===== config.mk =====
export PLATFORM = sky130hd
export DESIGN_NAME = i2c_bus_monitor
export DESIGN_NICKNAME = d
export VERILOG_FILES = /design/src/rtl/i2c_bus_monitor.sv
export SDC_FILE = /design/constraint.sdc
export NUM_CORES = 1
export LEC_CHECK = 0
export CORE_ASPECT_RATIO = 1.2
export CORE_MARGIN = 5
export CORE_UTILIZATION = 37
export DETAILED_ROUTE_END_ITERATION = 6
export HOLD_SLACK_MARGIN = 0.1
export PLACE_DENSITY = 0.7
export SLEW_MARGIN = 20
export SYNTH_ARGS = -nofsm -noshare
export SYNTH_HDL_FRONTEND = slang
export SYNTH_SLANG_ARGS = --single-unit

===== constraint.sdc =====
create_clock -name fastClock -period 2.52 [get_ports fastClock]
set_input_delay 0.252 -clock fastClock [delete_from_list [all_inputs] [get_ports fastClock]]
set_output_delay 0.252 -clock fastClock [all_outputs]
set_load 0.005 [all_outputs]

===== src/rtl/i2c_bus_monitor.sv =====
// Passive I2C bus observer: decodes START/STOP and SCL edges from clean bus levels,
// then assembles MSB-first bytes with their acknowledge bit and an address-byte flag.
module i2c_bus_monitor #(
   parameter int BYTE_BITS = 8
) (
   input  logic                 fastClock,
   input  logic                 resetN,
   input  logic                 sclDebounced,
   input  logic                 sdaDebounced,
   output logic                 startDetected,
   output logic                 stopDetected,
   output logic                 sclRise,
   output logic                 sclFall,
   output logic                 busBusy,
   output logic [BYTE_BITS-1:0] byteData,
   output logic                 byteValid,
   output logic                 ackBit,
   output logic                 byteIsAddress,
   output logic [1:0]           dbgState
);

   localparam int CW = $clog2(BYTE_BITS + 1);

   typedef enum logic [1:0] {
      ST_IDLE    = 2'd0,
      ST_ADDRESS = 2'd1,
      ST_DATA    = 2'd2
   } state_t;

   state_t                state_q, state_d;
   logic [CW-1:0]         bit_count_q, bit_count_d;
   logic [BYTE_BITS-1:0]  shift_q, shift_d;
   logic                  scl_prev_q, scl_prev_d;
   logic                  sda_prev_q, sda_prev_d;
   logic                  start_q, start_d;
   logic                  stop_q, stop_d;
   logic                  rise_q, rise_d;
   logic                  fall_q, fall_d;
   logic                  busy_q, busy_d;
   logic                  valid_q, valid_d;
   logic [BYTE_BITS-1:0]  data_q, data_d;
   logic                  ack_q, ack_d;
   logic                  is_addr_q, is_addr_d;
   logic                  start_cond, stop_cond;

   // START/STOP need SCL high on both samples, so an SDA change coincident with an
   // SCL edge is never mistaken for a bus condition.
   always_comb begin
      start_cond  = scl_prev_q & sclDebounced & sda_prev_q & ~sdaDebounced;
      stop_cond   = scl_prev_q & sclDebounced & ~sda_prev_q & sdaDebounced;

      state_d     = state_q;
      bit_count_d = bit_count_q;
      shift_d     = shift_q;
      busy_d      = busy_q;
      valid_d     = 1'b0;
      data_d      = data_q;
      ack_d       = ack_q;
      is_addr_d   = is_addr_q;
      start_d     = start_cond;
      stop_d      = stop_cond;
      rise_d      = ~scl_prev_q & sclDebounced;
      fall_d      = scl_prev_q & ~sclDebounced;
      scl_prev_d  = sclDebounced;
      sda_prev_d  = sdaDebounced;

      if (start_cond) begin
         state_d     = ST_ADDRESS;
         bit_count_d = '0;
         shift_d     = '0;
         busy_d      = 1'b1;
      end else if (stop_cond) begin
         state_d     = ST_IDLE;
         bit_count_d = '0;
         shift_d     = '0;
         busy_d      = 1'b0;
      end else if (rise_d && (state_q != ST_IDLE)) begin
         if (bit_count_q == CW'(BYTE_BITS)) begin
            // Ninth clock: the shift register already holds the full byte.
            ack_d       = sdaDebounced;
            data_d      = shift_q;
            is_addr_d   = (state_q == ST_ADDRESS);
            valid_d     = 1'b1;
            bit_count_d = '0;
            state_d     = ST_DATA;
         end else begin
            shift_d     = {shift_q[BYTE_BITS-2:0], sdaDebounced};
            bit_count_d = bit_count_q + 1'b1;
         end
      end
   end

   always_ff @(posedge fastClock or negedge resetN) begin
      if (!resetN) begin
         state_q     <= ST_IDLE;
         bit_count_q <= '0;
         shift_q     <= '0;
         scl_prev_q  <= 1'b1;
         sda_prev_q  <= 1'b1;
         start_q     <= 1'b0;
         stop_q      <= 1'b0;
         rise_q      <= 1'b0;
         fall_q      <= 1'b0;
         busy_q      <= 1'b0;
         valid_q     <= 1'b0;
         data_q      <= '0;
         ack_q       <= 1'b0;
         is_addr_q   <= 1'b0;
      end else begin
         state_q     <= state_d;
         bit_count_q <= bit_count_d;
         shift_q     <= shift_d;
         scl_prev_q  <= scl_prev_d;
         sda_prev_q  <= sda_prev_d;
         start_q     <= start_d;
         stop_q      <= stop_d;
         rise_q      <= rise_d;
         fall_q      <= fall_d;
         busy_q      <= busy_d;
         valid_q     <= valid_d;
         data_q      <= data_d;
         ack_q       <= ack_d;
         is_addr_q   <= is_addr_d;
      end
   end

   assign startDetected = start_q;
   assign stopDetected  = stop_q;
   assign sclRise       = rise_q;
   assign sclFall       = fall_q;
   assign busBusy       = busy_q;
   assign byteData      = data_q;
   assign byteValid     = valid_q;
   assign ackBit        = ack_q;
   assign byteIsAddress = is_addr_q;
   assign dbgState      = state_q;

endmodule


Word-level counts from Yosys, hierarchy flattened --
Cells that the tools add are included.
Cells by class: add/sub/neg operators 1, eq/ne operators 3, mux-type cells 18, bitwise logic cells 13, reductions and logical operators 8
Operator list (count):
- 8-bit two-way mux | 4
- 4-bit two-way mux | 4
- 2-bit two-way mux | 4
- 1-bit bitwise AND | 7
- 1-bit two-way mux | 6
- 1-bit NOT | 6
- 3-bit nonzero test | 2
- 4-bit by 1-bit adder with 4-bit output, second input constant | 1
- 4-bit == test, second input constant | 1
- 2-bit AND reduction | 2
- 4-bit AND reduction | 1
- 2-bit nonzero test | 2
- 3-bit != test, second input constant | 1
- 2-bit by 1-bit == test with 1-bit output, second input constant | 1
- 1-bit logical AND | 1
Word-level totals: register bits 32, bits of input ports 4, output and inout bits 18, word-level logic and storage cells 57

Depth between registers and ports, before layout --
Gate-level depths: netlist of the first run.
depth after elaboration 6, gate-level depth with buffers 7, depth with buffers taken out 6

Least setup slack after synthesis of the first run --
Ideal clock, no wire load.
path type reg-to-reg, from register bit_count_q[0], to register ack_q, in the netlist ackBit, library setup time 0.125 ns, arrival time 1.360 ns, data required time 2.395 ns, setup slack 1.035 ns, stages on the path, launching flop included 7, path buffers 1, clock period less this slack 1.485 ns, cells stage by stage dfrtp_1 > inv_1 > ha_1 > nand3b_1 > nor3_4 > buf_6 > mux2_4
On the way: longest elaborated chain between the ends 2
Ends and longest elaborated chain:
- start, declared | line 31 | logic [CW-1:0] bit_count_q, bit_count_d;
- start signal, assigned | line 111 | bit_count_q <= bit_count_d;
- 4-bit == test | line 78 | if (bit_count_q == CW'(BYTE_BITS)) begin
- 4-bit AND reduction (no source line)
- end signal, assigned | line 122 | ack_q <= ack_d;
- end, declared | line 42 | logic ack_q, ack_d;
No other way between the ends. A chain may end at the register's enable or synchronous reset.

Worst setup path after layout of the first run --
from register bit_count_q[0], to register shift_q[2]
On the way: longest elaborated chain between the ends 3
Ends and longest elaborated chain:
- 4-bit == test | line 78
- 3-bit != test (no source line)
- 2-bit AND reduction (no source line)
- end signal, assigned | line 112 | shift_q <= shift_d;
- end, declared | line 32 | logic [BYTE_BITS-1:0] shift_q, shift_d;
No other way between the ends.

==> flow_metrics.env, run 1 <==
export IMPL_gr_usage_all_layers_pct=11.4
export IMPL_grt_pass1_wl_um=4370
export IMPL_netlist_top_cells_area="sky130_fd_sc_hd__dfrtp_1 54%, sky130_fd_sc_hd__mux2_4 8.6%, sky130_fd_sc_hd__mux2i_1 7.2%, sky130_fd_sc_hd__nor2_1 5.1%, sky130_fd_sc_hd__dfstp_2 3.8%"
export IMPL_io_pin_count=22
export IMPL_yosysWarningCount=0
export IMPL_grt_pass1_vias=905
export IMPL_rsz0062_at_grt="no"
export IMPL_crit_path_max_cell_delay_ns=0.46
export IMPL_totalWireLength_um=2400
export IMPL_fmax_mhz=565
export IMPL_antenna_violations_before_repair=0
export IMPL_p_sw_share_pct=25.5
export IMPL_detail_route_vias_per_cell=4.63
export IMPL_tritoncts_num_sinks=32
export IMPL_power_frac_seq_pct=52.1
export IMPL_worst_endpoint_arrival_ns=1.93
export IMPL_post_cts_hold_buffer_count=0
export IMPL_cts_resized=0
export IMPL_synth_top_area_cell="sky130_fd_sc_hd__dfrtp_1"
export IMPL_initial_core_util_pct=38.3
export IMPL_vias=870
export IMPL_ctsLongestPathBuffers=2
export IMPL_worst_setup_hold_path_clk_slew_ns=0.06
export IMPL_grt_max_degree=33
export IMPL_dieHeight_um=77.2
export IMPL_hold_class="in -> async"
export IMPL_final_min_clock_period_ns=1.77
export IMPL_share_of_total_power_in_the_clock_network_pct=33.1
export IMPL_net_count_final=141
export IMPL_die_area_um2=5100
export IMPL_hold_violations_final=0
export IMPL_num_antenna_cells=0
export IMPL_global_route_usage_met2_pct=17.5
export IMPL_comb_power_share_pct=14.8
export IMPL_globalRoute_totalOverflow=0
export IMPL_setup_total_negative_slack_ns=0
export IMPL_vdd_ir_drop_max_v=0.000233
export IMPL_total_leakage_power_nw=0.801
export IMPL_power_switching_w=0.000301
export IMPL_outcome="finished, final reports clean"
export IMPL_timing_final_max_slew_violations=0
export IMPL_timing_max_slew_rel_slack_pct=62.0
export IMPL_yosys_area_top_type_share_pct=53.9
export IMPL_route_detailed_wl_per_inst_um=12.8
export IMPL_setup_violations_final=0
export IMPL_critPathSlowestCell="sky130_fd_sc_hd__nor3_4"
export IMPL_tritoncts_clock_tree="yes"
export IMPL_fp_dieW_um=66.0
export IMPL_worst_slew_pin_slew_ns=0.568
export IMPL_timing_setup_critical_path_class="reg -> reg"
export IMPL_clock_insertion_delay_worst_skew_ns=0.27
export IMPL_final_antenna_violating_net_count=0
export IMPL_cell_int_power_w=0.000879
export IMPL_hpwlAfterDp_um=1710
export IMPL_timing_critical_path_cells="inv_1, ha_1, and3b_1, nor3_4, mux2i_1, nor2_1"
export IMPL_cap_violations=0
export IMPL_finClkSkew_ns=0.00219
export IMPL_final_period_utilization_pct=70.2
export IMPL_postCtsSetupBuffers=0
export IMPL_route_detailed_drc=0
export IMPL_post_synth_cell_area_avg_um2=13.0
export IMPL_drt_iter0_markers=52
export IMPL_synthesis_nets=113
export IMPL_clock_root_buffer="sky130_fd_sc_hd__clkbuf_8"
export IMPL_finalInstanceArea_um2=1750
export IMPL_cts_made_buffers=5
export IMPL_syn_instance_count=107
export IMPL_global_route_usage_met1_pct=13.5
export IMPL_critical_path_endpoint_type="flop"
export IMPL_drtPass1Iterations=4
export IMPL_met3_capacity_usage_during_global_routing_pct=4.24
export IMPL_global_route_peak_usage_layer="met2"
export IMPL_critPathLaunchType="flop"
export IMPL_worst_path_max_fanout=11
export IMPL_ratio_of_cells_with_drive_above_1_in_the_final_layout_pct=18.4
export IMPL_netlist_area_um2=1390
export IMPL_portBuffers=21
export IMPL_place_area_um2=1660
export IMPL_critPathBufInv=1
export IMPL_cpLargestDelayFamily="simple AND/OR/NAND/NOR gates"
export IMPL_synth_seq_area_share_pct=57.7
export IMPL_postSynthRegisterBits=32
export IMPL_critical_path_required_ns=2.68
export IMPL_synth_distinct_cells=32
export IMPL_ctsHtreeMaxLevel=2
export IMPL_p_per_area_nw_per_um2=673
export IMPL_synthToLayoutAreaGrowth_pct=25.9
export IMPL_coreArea_um2=3630
export IMPL_finalWeightedCongestion=0.776
export IMPL_floorplan_rows=24
-- final cells by class --
cell class / count / area, um2
fill: 340 / 1880
sequential: 32 / 803
multi-input combinational: 68 / 547
timing repair buffer: 24 / 233
clock buffer: 8 / 90.1
tap: 52 / 65.1
inverter: 4 / 15.0
-- registers in the layout, indices dropped and copies added (netlist names) --
register and count:
dbgState 2, sda_prev_q 1, stopDetected 1, byteIsAddress 1
shift_q 8, startDetected 1, scl_prev_q 1, ackBit 1
bit_count_q 4, sclRise 1, byteData 8, busBusy 1
sclFall 1, byteValid 1
-- stage by stage --
stage / hold WS (ns) / instances / power, W / utilization, % / setup slack, ns
2_1_floorplan: -0.0436 / 107 / 0.000727 / - / 1.04
3_3_place_gp: 0.493 / 180 / 0.000790 / 45.8 / 0.560
3_5_place_dp: 0.496 / 180 / 0.000802 / 45.8 / 0.522
4_1_cts: 0.373 / 188 / 0.00120 / 48.2 / 0.727
5_1_grt: 0.405 / 188 / 0.00127 / 48.2 / 0.601
6_report: 0.358 / 188 / 0.00118 / 48.2 / 0.750
-- worst paths after layout --
check / end / start / depth (start not counted) / slack, ns
worst max-delay path: shift_q[2]$_DFFE_PN0P_ / bit_count_q[0]$_DFFE_PN0P_ / 6 / 0.75
worst min-delay path: dbgState[0]$_DFFE_PN0P_ / resetN / 2 / 0.36
worst max register to register: shift_q[2]$_DFFE_PN0P_ / bit_count_q[0]$_DFFE_PN0P_ / 6 / 0.75
worst min register to register: byteData[7]$_DFFE_PN0P_ / shift_q[7]$_DFFE_PN0P_ / 1 / 0.51
max in group asynchronous: sda_prev_q$_DFF_PN1_ / resetN / 2 / 1.83
min in group fastClock: byteData[7]$_DFFE_PN0P_ / shift_q[7]$_DFFE_PN0P_ / 1 / 0.51
-- cells in the mapped netlist --
| master | instances |
|---|---|
| sky130_fd_sc_hd__nand3_1 | 2 |
| sky130_fd_sc_hd__o21ai_2 | 1 |
| sky130_fd_sc_hd__nor3b_1 | 1 |
| sky130_fd_sc_hd__nand2_1 | 1 |
| sky130_fd_sc_hd__nor2_4 | 1 |
| sky130_fd_sc_hd__and3b_1 | 1 |
| sky130_fd_sc_hd__o221ai_1 | 1 |
| sky130_fd_sc_hd__buf_6 | 2 |
| sky130_fd_sc_hd__dfrtp_1 | 30 |
| sky130_fd_sc_hd__nor2_1 | 19 |
| sky130_fd_sc_hd__o21a_1 | 1 |
| sky130_fd_sc_hd__inv_1 | 4 |
| sky130_fd_sc_hd__buf_2 | 1 |
| sky130_fd_sc_hd__ha_1 | 2 |
| sky130_fd_sc_hd__dfstp_2 | 2 |
| sky130_fd_sc_hd__mux2_4 | 8 |
| sky130_fd_sc_hd__o21ai_0 | 3 |
| sky130_fd_sc_hd__xnor2_1 | 1 |
| sky130_fd_sc_hd__nand3b_1 | 1 |
| sky130_fd_sc_hd__a31oi_1 | 1 |
| sky130_fd_sc_hd__and2_1 | 1 |
| sky130_fd_sc_hd__o31ai_1 | 1 |
| sky130_fd_sc_hd__nand2b_4 | 1 |
| sky130_fd_sc_hd__a22o_1 | 1 |
| sky130_fd_sc_hd__mux2_2 | 1 |
| sky130_fd_sc_hd__a21oi_1 | 3 |
| sky130_fd_sc_hd__and2b_1 | 1 |
| sky130_fd_sc_hd__nor2b_1 | 1 |
| sky130_fd_sc_hd__mux2i_1 | 10 |
| sky130_fd_sc_hd__nor3_4 | 2 |
| sky130_fd_sc_hd__o22a_1 | 1 |
| sky130_fd_sc_hd__a31o_1 | 1 |
-- metal layers --
metal	share of wire, %	up-vias
met4	2.7	0
met3	4.6	6
met1	42	423
li1	-	424
met2	50	17
met5	0	-
-- logic make-up (layout without fill, tap and decap cells) --
kind of cell	Yosys count	after routing	share of synthesized area [%]
AND/OR/NAND/NOR	32	32	13.4
multiplexers	19	19	16.6
adder cells (fa/ha/maj)	2	2	1.80
AO/OA/AOI/OAI	14	14	6.83
XOR/XNOR	1	1	0.629
buffers and inverters	7	36	3.05
flip-flops	32	32	57.7
-- layout by cell type (no fill, tap or decap), types with 2 or more instances in the layout --
cell                              instances
sky130_fd_sc_hd__a21oi_1                  3
sky130_fd_sc_hd__mux2_4                   8
sky130_fd_sc_hd__nand3_1                  2
sky130_fd_sc_hd__mux2i_1                 10
sky130_fd_sc_hd__inv_1                    4
sky130_fd_sc_hd__ha_1                     2
sky130_fd_sc_hd__dfstp_2                  2
sky130_fd_sc_hd__clkbuf_8                 6
sky130_fd_sc_hd__buf_4                    3
sky130_fd_sc_hd__nor3_4                   2
sky130_fd_sc_hd__clkdlybuf4s50_1         21
sky130_fd_sc_hd__nor2_1                  19
sky130_fd_sc_hd__clkbuf_1                 2
sky130_fd_sc_hd__dfrtp_1                 30
sky130_fd_sc_hd__o21ai_0                  3
-- worst reg2reg max path: stages (launching register included) --
cell,delay [ns]
sky130_fd_sc_hd__dfrtp_1,0.37
sky130_fd_sc_hd__inv_1,0.08
sky130_fd_sc_hd__ha_1,0.21
sky130_fd_sc_hd__and3b_1,0.23
sky130_fd_sc_hd__nor3_4,0.46
sky130_fd_sc_hd__mux2i_1,0.25
sky130_fd_sc_hd__nor2_1,0.06
-- power by group through the flow --
stage	combinational, W	sequential [W]	clock [W]
final	0.000174	0.000615	0.000391
after global routing	0.000199	0.000626	0.000442
after CTS	0.000179	0.000616	0.000409
after detailed placement	0.000177	0.000625	0
after global placement	0.000169	0.000621	0
after floorplan	0.000114	0.000613	0
Note: power is estimated with default switching activity, not from simulation.
==> run 2, diff against run 1 <==
--- a/config.mk
+++ b/config.mk
@@ -10,7 +10,7 @@
 export CORE_UTILIZATION = 37
 export DETAILED_ROUTE_END_ITERATION = 6
 export HOLD_SLACK_MARGIN = 0.1
-export PLACE_DENSITY = 0.7
+export PLACE_DENSITY = 0.72
 export SLEW_MARGIN = 20
 export SYNTH_ARGS = -nofsm -noshare
 export SYNTH_HDL_FRONTEND = slang
==> constraint.sdc (replaced) <==
create_clock -name fastClock -period 1.5 [get_ports fastClock]
set_input_delay 0.15 -clock fastClock [delete_from_list [all_inputs] [get_ports fastClock]]
set_output_delay 0.15 -clock fastClock [all_outputs]
set_load 0.005 [all_outputs]
==> run 2 against run 1 <==
Effect of this change:
- the flow now finishes with violations (setup timing)
- hold slack got worse by 0.11 ns
- design area rose by 14%
- die area did not move
- global-route usage rose by 1.0 points
- critical path type unchanged
- maximum frequency rose by 17%
- clock power rose by 110%
- setup slack got worse by 0.76 ns
- sequential power rose by 66%
- via count rose by 12%
==> flow_metrics.env, run 2 (same netlist as run 1, synthesis figures left out) <==
export IMPL_portBuffers=21
export IMPL_finClkSkew_ns=0.00734
export IMPL_worst_slew_pin_slew_ns=0.392
export IMPL_timing_setup_critical_path_class="reg -> reg"
export IMPL_layout_area_seq_um2=803
export IMPL_failed_checks="setup timing"
export IMPL_ratio_of_cells_with_drive_above_1_in_the_final_layout_pct=34.8
export IMPL_fp_dieW_um=66.0
export IMPL_floorplan_rows=24
export IMPL_cap_violations=0
export IMPL_gr_usage_all_layers_pct=12.4
export IMPL_rsz0062_at_grt="yes"
export IMPL_finalPower_w=0.00235
export IMPL_ctsHtreeMaxLevel=2
export IMPL_grt_pass1_vias=963
export IMPL_vias=975
export IMPL_total_leakage_power_nw=0.941
export IMPL_antenna_violations_before_repair=0
export IMPL_detail_route_vias_per_cell=4.58
export IMPL_timing_final_max_slew_violations=0
export IMPL_worst_endpoint_arrival_ns=1.68
export IMPL_final_period_utilization_pct=101
export IMPL_globalRoute_totalOverflow=0
export IMPL_drt_iter0_markers=37
export IMPL_hold_class="in -> async"
export IMPL_final_cell_mix="30 x sky130_fd_sc_hd__dfrtp_1, 24 x sky130_fd_sc_hd__buf_4, 21 x sky130_fd_sc_hd__clkdlybuf4s50_1, 18 x sky130_fd_sc_hd__nor2_1, 10 x sky130_fd_sc_hd__mux2i_1"
export IMPL_vdd_ir_drop_max_v=0.000708
export IMPL_critical_path_endpoint_type="flop"
export IMPL_fin_ws_ns=-0.00908
export IMPL_worst_setup_hold_path_clk_slew_ns=0.07
export IMPL_tritoncts_num_sinks=32
export IMPL_initial_core_util_pct=38.3
export IMPL_finalWeightedCongestion=0.810
export IMPL_stdcell_count=213
export IMPL_setup_violations_final=2
export IMPL_finalInstanceArea_um2=2000
export IMPL_critPathLaunchType="flop"
export IMPL_tritoncts_clock_tree="yes"
export IMPL_route_detailed_wl_per_inst_um=13.2
export IMPL_final_min_clock_period_ns=1.51
export IMPL_reg2reg_depth=6
export IMPL_critical_path_required_ns=1.67
export IMPL_grt_pass1_wl_um=4610
export IMPL_outcome="finished with violations"
export IMPL_hold_violations_final=0
export IMPL_route_detailed_drc=0
export IMPL_final_antenna_violating_net_count=0
export IMPL_coreArea_um2=3630
export IMPL_io_pin_count=22
export IMPL_p_per_area_nw_per_um2=1170
export IMPL_clock_root_buffer="sky130_fd_sc_hd__clkbuf_8"
export IMPL_synthToLayoutAreaGrowth_pct=43.8
export IMPL_worst_path_max_fanout=6
export IMPL_timing_max_slew_rel_slack_pct=73.9
export IMPL_multi_input_comb_area_um2=567
export IMPL_ctsLongestPathBuffers=2
export IMPL_dieHeight_um=77.2
export IMPL_layout_commonest_cell="sky130_fd_sc_hd__dfrtp_1"
export IMPL_grt_max_degree=33
export IMPL_net_count_final=166
export IMPL_fmax_mhz=663
export IMPL_clock_insertion_delay_worst_skew_ns=0.29
export IMPL_num_fill_cells=326
export IMPL_die_area_um2=5100
export IMPL_totalWireLength_um=2820
export IMPL_drtPass1Iterations=3
export IMPL_num_antenna_cells=0
export IMPL_placedCellCount=195
export IMPL_cts_made_buffers=5
export IMPL_place_area_um2=1790
export IMPL_hpwlAfterDp_um=1900
==> run 2: cell count changes in the layout (fill, tap and decap cells not counted), moves of 2 or more <==
cell / change
sky130_fd_sc_hd__buf_4: +21
sky130_fd_sc_hd__buf_6: +3
sky130_fd_sc_hd__inv_1: -2
sky130_fd_sc_hd__inv_2: +2
==> run 2: worst max-delay path, stage by stage, from the launching register on <==
cell                       delay (ns)
sky130_fd_sc_hd__dfrtp_1         0.39
sky130_fd_sc_hd__inv_2           0.08
sky130_fd_sc_hd__ha_4            0.12
sky130_fd_sc_hd__nand3b_1        0.13
sky130_fd_sc_hd__nor3_4          0.20
sky130_fd_sc_hd__buf_6           0.17
sky130_fd_sc_hd__mux2_4          0.30
==> run 2: final timing paths <==
| path | slack [ns] | end | startpoint |
|---|---|---|---|
| min in group fastClock | 0.51 | scl_prev_q$_DFF_PN1_ | sclDebounced |
| worst min-delay path | 0.25 | dbgState[1]$_DFFE_PN0P_ | resetN |
| worst min register to register | 0.51 | byteData[7]$_DFFE_PN0P_ | byteData[7]$_DFFE_PN0P_ |
| worst max-delay path | -0.009 | ackBit$_DFFE_PN0P_ | bit_count_q[0]$_DFFE_PN0P_ |
| max in group asynchronous | 0.93 | sda_prev_q$_DFF_PN1_ | resetN |
| worst max register to register | -0.009 | ackBit$_DFFE_PN0P_ | bit_count_q[0]$_DFFE_PN0P_ |
==> run 2: report_power, final <==
part           switching (W)  internal [W]
Sequential         0.0000658      0.000950
Clock               0.000316      0.000492
Combinational       0.000219      0.000305
Total               0.000601       0.00175
==> run 2: what timing repair did <==
action | in CTS | in global routing
setup buffers | 6 | 4
resized for setup | 7 | 3
hold buffers | 0 | 0
setup endpoints to repair | 19 | 18
endpoints found under the hold margin | 0 | 0
pin swaps | 2 | 1
==> run 2: per-layer routing <==
metal | wire length, um | global-route usage, % | vias up
li1 | - | - | 468
met3 | 112 | 4.53 | 6
met4 | 89 | 7.93 | 0
met2 | 1420 | 19.2 | 18
met1 | 1200 | 14.2 | 483
met5 | 0 | 0 | -
==> run 2: layout make-up <==
class	count	share of cell area, %
clock buffers	6	3.62
clock inverters	2	1.75
inverters	4	0.750
multi-input cells	68	28.3
flip-flops and latches	32	40.1
well taps	52	3.25
repair buffers	49	22.2
==> run 2: per-stage QoR <==
stage | util, % | hold slack, ns | setup WS (ns) | TNS (ns)
floorplan | - | -0.146 | 0.0152 | 0
global placement | 49.2 | 0.492 | -0.0880 | -0.875
detailed placement | 49.2 | 0.495 | -0.119 | -1.22
CTS | 54.1 | 0.263 | -0.0658 | -0.417
global route | 55.1 | 0.289 | -0.0967 | -1.26
finish | 55.1 | 0.252 | -0.00908 | -0.0174
==> edit (settings of run 2) <==
Set the parameter `BYTE_BITS` to 16 (it was 8).
--- a/src/rtl/i2c_bus_monitor.sv
+++ b/src/rtl/i2c_bus_monitor.sv
@@ -1,7 +1,7 @@
 // Passive I2C bus observer: decodes START/STOP and SCL edges from clean bus levels,
 // then assembles MSB-first bytes with their acknowledge bit and an address-byte flag.
 module i2c_bus_monitor #(
-   parameter int BYTE_BITS = 8
+   parameter int BYTE_BITS = 16
 ) (
    input  logic                 fastClock,
    input  logic                 resetN,
Ports: changed (resized byteData); port bits go from 22 to 30. The function was not compared with the original's and may differ.
==> edit against run 2 <==
The run still ends with negative setup slack left; worst setup slack worse by 0.18 ns; total power up 36%; clock skew is 0.0016 ns higher; sequential cell count up 17; final area rose by 42%; wire length rose by 54%; synthesized area increased by 46%; combinational power up 33%; clock power rose by 22%; critical path type unchanged; critical endpoint is now shift_q[15].
==> edit: results <==
group,metric,value,unit
place,port_buffers,29,
outcome,violations,"negative setup slack",
power,worst_ir_drop_vdd,0.520,mV
final_layout,final_layout_size_suffix_gt1_share,31.7,%
worst_setup_path,critPathMaxStageDelay,0.37,ns
routing,final_routed_wirelength,4.35,mm
outcome,run_status,"finished with violations",
global_route,wire_length_of_the_first_global_routing_pass,7.09,mm
worst_setup_path,cpLargestDelayFamily,"simple AND/OR/NAND/NOR gates",
sta,timing.clock.skew,0.00894,ns
sta,postLayoutSetupSlackWorst,-0.188,ns
sta,relSlewSlack,69.1,%
final_layout,final_nets,223,
routing,via_per_inst,4.94,
place,placement.cell_area,2550,um2
global_route,grt_use_total,12.5,%
logic_synthesis,ys_top_cells_by_area,"dfrtp_1 58%, mux2i_1 7.4%, mux2_4 5.9%",
routing,drt-initial-drc-count,68,
global_route,grt_start_max_net_pins,32,
place,preCtsSetupSlack,-0.238,ns
final_layout,layout.cells.non_filler,280,
logic_synthesis,synth.cells.most_frequent,"47 x dfrtp_1, 27 x nor2_1, 15 x mux2i_1",
logic_synthesis,post_synth.cell_area_avg,12.9,um2
global_route,first_global_vias,1496,
clocking,worst_setup_hold_path_clk_slew,0.09,ns
worst_setup_path,critical_path_arrival,1.88,ns
place,dp_hpwl,2.67,mm
sta,timing.final.setup_violations,34,
clocking,insertion_delay,0.31,ns
-- edit: changes by cell type after synthesis, moves of 2 or more --
cell	before	now
a21oi_1	3	5
clkbuf_1	0	2
dfrtp_1	30	47
mux2_2	1	9
mux2i_1	10	15
nand2_1	1	4
nor2_1	19	27
nor3_1	0	3
o21ai_0	3	5
-- edit: cell families (layout without fill, tap and decap cells) --
family	after synthesis	count (layout)	synth area share (%)
mux	32	32	18.3
flops	49	49	60.5
fa+ha+maj	2	2	1.23
compound gates	17	17	5.12
buf+inv	10	71	3.33
simple gates	45	45	10.6
xor+xnor	2	2	0.863
-- edit: report_power, final --
part	switching [W]	internal (W)	leakage, nW	total (W)
sequential	0.0000845	0.00143	0.664	0.00152
clock	0.000445	0.000542	0.0574	0.000987
combinational	0.000297	0.000398	0.576	0.000695
-- edit: what timing repair did --
action | 4_1_cts | 5_1_grt
gates resized for setup | 12 | 20
hold buffers | 1 | 0
cloned | 2 | 1
buffers inserted | 4 | 3
hold endpoints to repair | 16 | 0
setup endpoints to repair | 35 | 39
pin swaps | 4 | 10
-- edit: through the flow --
step	TNS, ns	util [%]
floorplan	-4.15	-
global placement	-5.68	48.1
detailed placement	-6.37	48.1
CTS	-5.49	52.8
global route	-6.13	53.6
finish	-3.71	53.6
-- edit: layout make-up --
| cell class | count | area (um2) | share of cell area (%) |
|---|---|---|---|
| flip-flops and latches | 49 | 1230 | 43.2 |
| repair buffers | 59 | 568 | 20.0 |
| well taps | 62 | 77.6 | 2.73 |
| multi-input cells | 98 | 832 | 29.3 |
| clock inverters | 2 | 37.5 | 1.32 |
| clock buffers | 6 | 82.6 | 2.91 |
| inverters | 4 | 15.0 | 0.528 |
-- edit: metal layers --
metal | wire (um) | up-vias | global-route usage (%) | share of wire (%)
li1 | - | 653 | - | -
met3 | 163 | 7 | 3.17 | 3.7
met2 | 2220 | 29 | 20.4 | 51
met4 | 91 | 0 | 6.45 | 2.1
met5 | 0 | - | 0 | 0
met1 | 1880 | 695 | 15.0 | 43
-- edit: worst paths after layout --
check	to	slack, ns	depth (start not counted)
worst min register to register	byteData[9]	0.51	1
worst max register to register	shift_q[15]	-0.19	7
worst min-delay path	dbgState[0]	0.32	2
min in group fastClock	scl_prev_q	0.44	2
worst max-delay path	shift_q[15]	-0.19	7
max in group asynchronous	shift_q[7]	0.67	3
-- edit: worst register-to-register path: cells and delay by family, from the launching register on --
family | cells | cell delay [ns]
adders and majority gates | 1 | 0.17
buffers and inverters | 2 | 0.25
DFF | 1 | 0.37
muxes | 1 | 0.23
and+or+nand+nor | 3 | 0.54
